### config.mk
export PLATFORM = sky130hd
export DESIGN_NAME = writeback_unit
export DESIGN_NICKNAME = d
export VERILOG_FILES = /design/src/rtl/writeback_unit.sv
export SDC_FILE = /design/constraint.sdc
export NUM_CORES = 1
export LEC_CHECK = 0
export BUFFER_PORTS_ARGS = -buffer_cell sky130_fd_sc_hd__buf_2
export CORE_MARGIN = 2
export CORE_UTILIZATION = 48
export DETAILED_ROUTE_END_ITERATION = 12
export GPL_TIMING_DRIVEN = 0
export MAX_ROUTING_LAYER = met4
export PLACE_DENSITY_LB_ADDON = 0.08
export SYNTH_ARGS = -nofsm -noshare
export SYNTH_HDL_FRONTEND = slang
export SYNTH_SLANG_ARGS = --single-unit
### constraint.sdc
create_clock -name clk -period 2.4 [get_ports clk]
set_input_delay 0.48 -clock clk [delete_from_list [all_inputs] [get_ports clk]]
set_output_delay 0.48 -clock clk [all_outputs]
set_load 0.005 [all_outputs]
### src/rtl/writeback_unit.sv
// writeback_unit: write-side master for the integer register file.
//   Arbitrates ALU (no handshake), LSU and MDU (valid/ready) onto one write port,
//   formats load data, and tracks pending long-latency destinations for decode.
// Latency: wb_we/wb_rd/wb_data are registered, one cycle after grant.
// Backpressure: ALU is held with alu_stall; LSU/MDU see ready only in their grant cycle.
// Ports: clk/rst_n; issue_valid/issue_rd -> busy_mask; alu_*; lsu_*; mdu_*; wb_we/wb_rd/wb_data.
module writeback_unit #(
  parameter int XLEN           = 32,
  parameter int ALU_STARVE_MAX = 4
) (
  input  logic            clk,
  input  logic            rst_n,
  input  logic            issue_valid,
  input  logic [4:0]      issue_rd,
  output logic [31:0]     busy_mask,
  input  logic            alu_valid,
  input  logic [4:0]      alu_rd,
  input  logic [XLEN-1:0] alu_data,
  output logic            alu_stall,
  input  logic            lsu_valid,
  output logic            lsu_ready,
  input  logic [4:0]      lsu_rd,
  input  logic [XLEN-1:0] lsu_data,
  input  logic [2:0]      lsu_funct3,
  input  logic [1:0]      lsu_addr_lo,
  input  logic            mdu_valid,
  output logic            mdu_ready,
  input  logic [4:0]      mdu_rd,
  input  logic [XLEN-1:0] mdu_data,
  output logic            wb_we,
  output logic [4:0]      wb_rd,
  output logic [XLEN-1:0] wb_data
);

  localparam int SW = $clog2(ALU_STARVE_MAX + 1);
  localparam logic [SW-1:0] STARVE_MAX = SW'(ALU_STARVE_MAX);

  logic [SW-1:0]   starve_q, starve_d;
  logic            rr_q, rr_d;          // 0: LSU preferred, 1: MDU preferred
  logic [31:0]     busy_q, busy_d;
  logic            wb_we_q, wb_we_d;
  logic [4:0]      wb_rd_q, wb_rd_d;
  logic [XLEN-1:0] wb_data_q, wb_data_d;

  logic            hs_any, force_hs, alu_gnt, lsu_gnt, mdu_gnt;
  logic [7:0]      ld_byte;
  logic [15:0]     ld_half;
  logic [XLEN-1:0] ld_fmt;
  logic [31:0]     busy_set, busy_clr;

  // Grant: ALU has priority until it has starved a waiting handshake source
  // for ALU_STARVE_MAX cycles; LSU/MDU contention resolved by the rr pointer.
  always_comb begin
    hs_any   = lsu_valid || mdu_valid;
    force_hs = hs_any && (starve_q == STARVE_MAX);
    alu_gnt  = alu_valid && !force_hs;
    lsu_gnt  = !alu_gnt && lsu_valid && (!mdu_valid || !rr_q);
    mdu_gnt  = !alu_gnt && mdu_valid && (!lsu_valid || rr_q);
  end

  assign alu_stall = alu_valid && !alu_gnt;
  assign lsu_ready = lsu_gnt;
  assign mdu_ready = mdu_gnt;

  // Load formatting; the half select ignores addr_lo[0].
  always_comb begin
    ld_byte = lsu_data[8*lsu_addr_lo +: 8];
    ld_half = lsu_addr_lo[1] ? lsu_data[31:16] : lsu_data[15:0];
    case (lsu_funct3)
      3'b000:  ld_fmt = {{(XLEN-8){ld_byte[7]}}, ld_byte};
      3'b001:  ld_fmt = {{(XLEN-16){ld_half[15]}}, ld_half};
      3'b100:  ld_fmt = {{(XLEN-8){1'b0}}, ld_byte};
      3'b101:  ld_fmt = {{(XLEN-16){1'b0}}, ld_half};
      default: ld_fmt = lsu_data;
    endcase
  end

  // Next-state: output register, starve counter, rr pointer, scoreboard.
  always_comb begin
    wb_we_d   = 1'b0;
    wb_rd_d   = wb_rd_q;
    wb_data_d = wb_data_q;
    if (alu_gnt) begin
      wb_rd_d   = alu_rd;
      wb_data_d = alu_data;
    end else if (lsu_gnt) begin
      wb_rd_d   = lsu_rd;
      wb_data_d = ld_fmt;
    end else if (mdu_gnt) begin
      wb_rd_d   = mdu_rd;
      wb_data_d = mdu_data;
    end
    // x0 grants complete the handshake but never write.
    wb_we_d = (alu_gnt || lsu_gnt || mdu_gnt) && (wb_rd_d != 5'd0);

    starve_d = starve_q;
    if (lsu_gnt || mdu_gnt || !hs_any) begin
      starve_d = '0;
    end else if (alu_gnt && (starve_q != STARVE_MAX)) begin
      starve_d = starve_q + 1'b1;
    end

    rr_d = (lsu_gnt || mdu_gnt) ? !rr_q : rr_q;

    busy_clr = 32'd0;
    if (lsu_gnt) busy_clr = busy_clr | (32'd1 << lsu_rd);
    if (mdu_gnt) busy_clr = busy_clr | (32'd1 << mdu_rd);
    busy_set = issue_valid ? (32'd1 << issue_rd) : 32'd0;
    // Set applied after clear so a same-cycle reissue of rd stays busy.
    busy_d    = (busy_q & ~busy_clr) | busy_set;
    busy_d[0] = 1'b0;
  end

  always_ff @(posedge clk or negedge rst_n) begin
    if (!rst_n) begin
      wb_we_q   <= 1'b0;
      wb_rd_q   <= 5'd0;
      wb_data_q <= '0;
      starve_q  <= '0;
      rr_q      <= 1'b0;
      busy_q    <= 32'd0;
    end else begin
      wb_we_q   <= wb_we_d;
      wb_rd_q   <= wb_rd_d;
      wb_data_q <= wb_data_d;
      starve_q  <= starve_d;
      rr_q      <= rr_d;
      busy_q    <= busy_d;
    end
  end

  assign wb_we     = wb_we_q;
  assign wb_rd     = wb_rd_q;
  assign wb_data   = wb_data_q;
  assign busy_mask = busy_q;

endmodule

## Word level (Yosys, flattened, before mapping)

Index checks and enable logic that the tools add are counted.
W data, S select, Z words.

- Register bits: 73
- Bits of input ports: 127
- Output and inout bits: 73
- Word-level logic and storage cells: 59

- Add/subtract/negate cells: 1
- Eq/ne operators: 5
- Shift-type cells: 4
- Multiplexer cells: 13
- Bitwise operators: 4
- Reductions and logical operators: 26

Operator list:

| cell | number |
|---|---|
| $mux W32 | 6 |
| $pmux W32 S4 | 1 |
| $shl A1 B5 Y32 const A | 3 |
| $or A32 B32 Y32 | 2 |
| $and A32 B32 Y32 | 1 |
| $not A32 Y32 | 1 |
| $shiftx A32 B6 Y8 | 1 |
| $mux W16 | 1 |
| $mux W5 | 3 |
| $eq A3 B3 Y1 const B | 3 |
| $logic_and A1 B1 Y1 | 9 |
| $logic_or A1 B1 Y1 | 7 |
| $logic_not A1 Y1 | 6 |
| $mux W3 | 2 |
| $reduce_bool A5 Y1 | 1 |
| $add A3 B1 Y3 const B | 1 |
| $eq A3 B1 Y1 const B | 1 |
| $logic_not A3 Y1 | 1 |
| $ne A3 B3 Y1 const B | 1 |
| $reduce_bool A3 Y1 | 1 |
| $reduce_bool A2 Y1 | 1 |

## Logic depth before layout (Yosys ltp)

- Word-level depth: 13
- Mapped depth: 9
- Gate-level depth less buffers: 8

## Worst setup path after synthesis

OpenSTA, ideal clock, no wires.

- Path kind: input to register
- Start point: input port lsu_addr_lo[1]
- End point: register wb_data_q[3] (netlist: wb_data[3])
- Library setup time: 138 ps
- Data arrival time: 1929 ps
- Required time: 2262 ps
- Setup slack: 333 ps
- Stages on the path: 7
- Path buffers: 2
- Cell sequence: buf_6 -> clkbuf_1 -> mux2_2 -> mux2_2 -> o221a_2 -> a21oi_1 -> a21oi_1

- Cells in the longest elaborated chain, start to end: 4
- Elaborated cells on any way between the ends: 5
- Classes of those cells: 1 x shift; 4 x mux

Ends and longest elaborated chain:

| item | line | source |
|---|---|---|
| start: declaration | 25 | `input logic [1:0] lsu_addr_lo,` |
| $shiftx A32 B6 Y8 or $mux W16 (tied branches) | 67, 68 |  |
| $pmux W32 S4 * | 69 | `case (lsu_funct3)` |
| $mux W32 * | 86 | `end else if (lsu_gnt) begin` |
| $mux W32 * | 83 | `if (alu_gnt) begin` |
| end signal: assignment | 125 | `wb_data_q <= wb_data_d;` |
| end: declaration | 43 | `logic [XLEN-1:0] wb_data_q, wb_data_d;` |

Every way passes the cells marked *; elsewhere a longest branch is shown, timed or not.
A chain may end at the register's enable or synchronous reset.

## Worst setup path after layout

- Start point: register starve_q[0]
- End point: register busy_q[27] (netlist: busy_mask[27])

- Cells in the longest elaborated chain, start to end: 13
- Elaborated cells on any way between the ends: 15
- Classes of those cells: 1 x eq/ne; 2 x mux; 4 x bitwise; 8 x reduce/logical

Ends and longest elaborated chain:

| item | line | source |
|---|---|---|
| start: declaration | 38 | `logic [SW-1:0] starve_q, starve_d;` |
| start signal: assignment | 126 | `starve_q <= starve_d;` |
| $eq A3 B3 Y1 * | 55 | `force_hs = hs_any && (starve_q == STARVE_MAX);` |
| $logic_and A1 B1 Y1 * | 55 |  |
| $logic_not A1 Y1 * | 56 | `alu_gnt = alu_valid && !force_hs;` |
| $logic_and A1 B1 Y1 * | 56 |  |
| $logic_not A1 Y1 * | 57, 58 |  |
| $logic_and A1 B1 Y1 (2 in a row) | 57 | `lsu_gnt = !alu_gnt && lsu_valid && (!mdu_valid \|\| !rr_q);` |
| $mux W32 | 106 | `if (lsu_gnt) busy_clr = busy_clr \| (32'd1 << lsu_rd);` |
| $or A32 B32 Y32 | 107 | `if (mdu_gnt) busy_clr = busy_clr \| (32'd1 << mdu_rd);` |
| $mux W32 * | 107 |  |
| $not A32 Y32 * | 110 | `busy_d = (busy_q & ~busy_clr) \| busy_set;` |
| $and A32 B32 Y32 * | 110 |  |
| $or A32 B32 Y32 * | 110 |  |
| net busy_d[27] | 40 | `logic [31:0] busy_q, busy_d;` |
| end signal: assignment | 128 | `busy_q <= busy_d;` |
| end: declaration | 40 |  |

The timed path passes the listed nets; every way through them passes the cells marked *.

==> summary.md <==
| Metric | Value |
|---|---|
| Status | `finished clean` |
| Synth Flop Type | `dfrtp_1` |
| Setup TNS | `0 ps` |
| First-pass DRT Iterations | `5` |
| Largest net degree at the start of global routing | `49` |
| Clk buf depth | `2` |
| Fillers | `806` |
| Synth Register Bits | `73` |
| Total power | `0.00381 W` |
| Gate power share | `a little under a third` |
| Initial antenna violation count | `0` |
| Clk slew on worst S/H paths | `80 ps` |
| Post-synth EDFFs | `0` |
| Max rail drop VDD | `328 uV` |
| GRT Residual Overflow | `0` |
| Synthesized Nets | `602` |
| DIE AREA | `about 0.01 mm2` |
| Final wirelength | `around 15000 um` |
| DRC viols | `0` |
| Post-CTS Hold Fix Bufs | `0` |
| WP data required | `2640 ps` |
| CTS H-tree depth | `3` |
| R2R cell count | `9` |
| Setup violators final | `0` |
| Die width | `99.9 um` |
| Most frequent cells in the layout | `buf_2, dfrtp_1, a21oi_1` |
| Final ANT Viol Nets | `0` |
| Leakage power | `about 2.7 nW` |
| CP max FO | `10` |
| RSZ-0062 raised after global routing | `false` |
| Dpl ws | `-6.80 ps` |
| Share of cells above drive strength 1 | `between 30 and 40%` |
| Sequential share of power | `42.9%` |
| Setup WS post-layout | `slightly below 200 ps` |
| CTS tree | `done` |
| Sw Ratio | `32.8%` |
| Commonest non-fill, non-tap cell in the layout | `buf_2` |
| Final Hold Viols | `0` |
| Max_slew headroom | `between 50% and 60%` |
| Worst Tran Pin Value | `674 ps` |
| Vias per cell | `6.08` |
| CP endpoint kind | `flip-flop` |
| Via count | `4836` |
| Detail Placement HPWL | `12000 um` |
| Die Y | `99.9 um` |
| IO Pins | `200` |
| Core Footprint | `0.00906 mm2` |
| DRT iter0 DRCs | `213` |
| F_max | `453 MHz` |
| Synth Cell Area | `around 0.0044 mm2` |
| Worst skew pair latency | `350 ps` |
| CP arrival | `2450 ps` |
| Net switching power | `between 0.001 and 0.0015 W` |
| Worst hold-check path type | `in2async` |
| Area delta synth->final | `30.5%` |
| NumNets Final | `808` |
| GRT Overall Usage | `a little under a third` |
| Number of synthesis warnings | `0` |
| Rows | `35` |
| Min Tclk post-route | `2210 ps` |
| Vias in the first global route | `around 4700` |
| Setup crit start kind | `flip-flop` |
| Average wire per standard cell | `19.0 um` |
| ANT cells | `0` |
| Crit share post-route | `92.0%` |
| Yosys cell types | `58` |
| MaxCap Viol Count | `0` |
| Crit Path Class | `reg2reg` |
| Post-route clock skew | `6.22 ps` |
| Final slew viol count | `0` |
| Avg Inst Size Synth | `just over 9 um2` |
| Int Pwr | `around 0.0026 W` |
| First-pass GRT wire length | `23700 um` |
| Synth Instances | `473` |
| Final GP Congestion | `approximately 1` |
| Number of port buffers | `between 150 and 200` |
| Post-synthesis sequential area ratio | `roughly 41%` |
| Starting Density | `48.7%` |
| Clock power frac | `around a quarter` |
| Asr flop ratio synth | `100%` |
| CTS Buf Count | `9` |
| CTS sink count | `73` |
| Root Driver | `clkbuf_8` |
| PwrDens | `661 mW/mm2` |
==> critical path, cell delays in order (launching register included) <==
cell	delay [ps]
dfrtp_1	410
inv_1	70
ha_1	190
a21bo_1	120
buf_4	170
nand2_4	100
buf_2	220
nor3_1	400
a32oi_1	180
a32o_1	240
==> final cells by class <==
class | count | area (um2) | area share (%)
Tap cell | 111 | 139 | 2.41
Clock buffer | 10 | 138 | 2.39
Multi-Input combinational cell | 354 | 2390 | 41.5
Timing Repair Buffer | 195 | 1000 | 17.4
Buffer | 33 | 155 | 2.69
Inverter | 13 | 48.8 | 0.846
Clock inverter | 6 | 65.1 | 1.13
Sequential cell | 73 | 1830 | 31.7
==> synth_stat cells (2+ instances only) <==
library cell | count | share of area (%)
dfrtp_1 | 73 | 41
a21oi_1 | 57 | 6.5
o21ai_0 | 35 | 4.0
nand2_1 | 31 | 2.6
clkbuf_1 | 22 | 1.9
nor2_1 | 22 | 1.9
a22oi_1 | 21 | 3.6
a221o_1 | 17 | 3.9
a22o_1 | 17 | 3.4
o22ai_1 | 17 | 2.4
nand2b_1 | 16 | 2.3
mux2_2 | 14 | 3.6
inv_1 | 12 | 1.0
nor2b_1 | 10 | 1.4
o31ai_1 | 9 | 1.5
nor3_1 | 8 | 0.91
o221ai_1 | 8 | 1.6
a211oi_1 | 7 | 1.2
o221a_2 | 7 | 1.8
buf_2 | 6 | 0.68
and2_1 | 5 | 0.71
a32o_1 | 4 | 0.91
a41o_1 | 4 | 0.91
nor3b_1 | 4 | 0.68
and3_1 | 3 | 0.42
o2bb2ai_1 | 3 | 0.59
a31oi_1 | 2 | 0.28
a32oi_1 | 2 | 0.40
buf_4 | 2 | 0.34
buf_6 | 2 | 0.51
ha_1 | 2 | 0.57
nand3_1 | 2 | 0.23
nand4_1 | 2 | 0.28
o21ai_1 | 2 | 0.23
or4_1 | 2 | 0.34
==> per-layer routing <==
metal	GRT usage, %	vias to the layer above	share of wire, %
met4	9.80	0	3.0
met2	53.1	241	51
met1	37.5	2297	39
met5	-	-	0
li1	-	2252	-
met3	5.78	46	7.1
==> final timing paths <==
path | from | end | slack, ps
min in group clk | alu_rd[2] | wb_rd[2] | 340
setup reg to reg | starve_q[0] | busy_mask[27] | 190
hold / removal | rst_n | busy_mask[5] | 40
max in group asynchronous | rst_n | rr_q | 1810
hold reg to reg | starve_q[0] | starve_q[0] | 480
setup / recovery | starve_q[0] | busy_mask[27] | 190
==> timing repair <==
action,4_1_cts,5_1_grt
endpoints found under the hold margin,0,0
gates resized for setup,0,3
setup buffers,0,0
endpoints found under the setup margin,0,2
==> flip-flops by register name (all words and copies together), names as in the netlist <==
register	cells
busy_mask	31
rr_q	1
starve_q	3
wb_data	32
wb_rd	5
wb_we	1
==> stage by stage <==
step | util (%) | hold slack, ps | area, um2 | instances
floorplan | - | 184 | 4420 | 473
global placement | 61.0 | 455 | 5530 | 778
detailed placement | 61.3 | 423 | 5560 | 779
CTS | 63.5 | 31.4 | 5760 | 795
global route | 63.6 | 48.5 | 5770 | 795
finish | 63.6 | 37.6 | 5770 | 795
==> cells by family after synthesis <==
kind of cell | after synthesis | share of synthesized area, %
and+or+nand+nor | 113 | 13.8
adders and majority gates | 2 | 0.566
buffers and inverters | 46 | 4.59
other | 1 | 0.0849
DFF | 73 | 41.3
xor gates and xnor gates | 2 | 0.397
AOI/OAI and AO/OA | 220 | 34.9
muxes | 16 | 4.30
==> power by group through the flow <==
| stage | registers [W] | logic, W | clock network, W |
|---|---|---|---|
| after floorplan | 0.00167 | 0.000570 | 0 |
| after global placement | 0.00165 | 0.00113 | 0 |
| after detailed placement | 0.00166 | 0.00115 | 0 |
| after CTS | 0.00164 | 0.00115 | 0.00103 |
| after global routing | 0.00167 | 0.00127 | 0.00108 |
| final | 0.00164 | 0.00116 | 0.00102 |
Note: power is estimated with default switching activity, not from simulation.
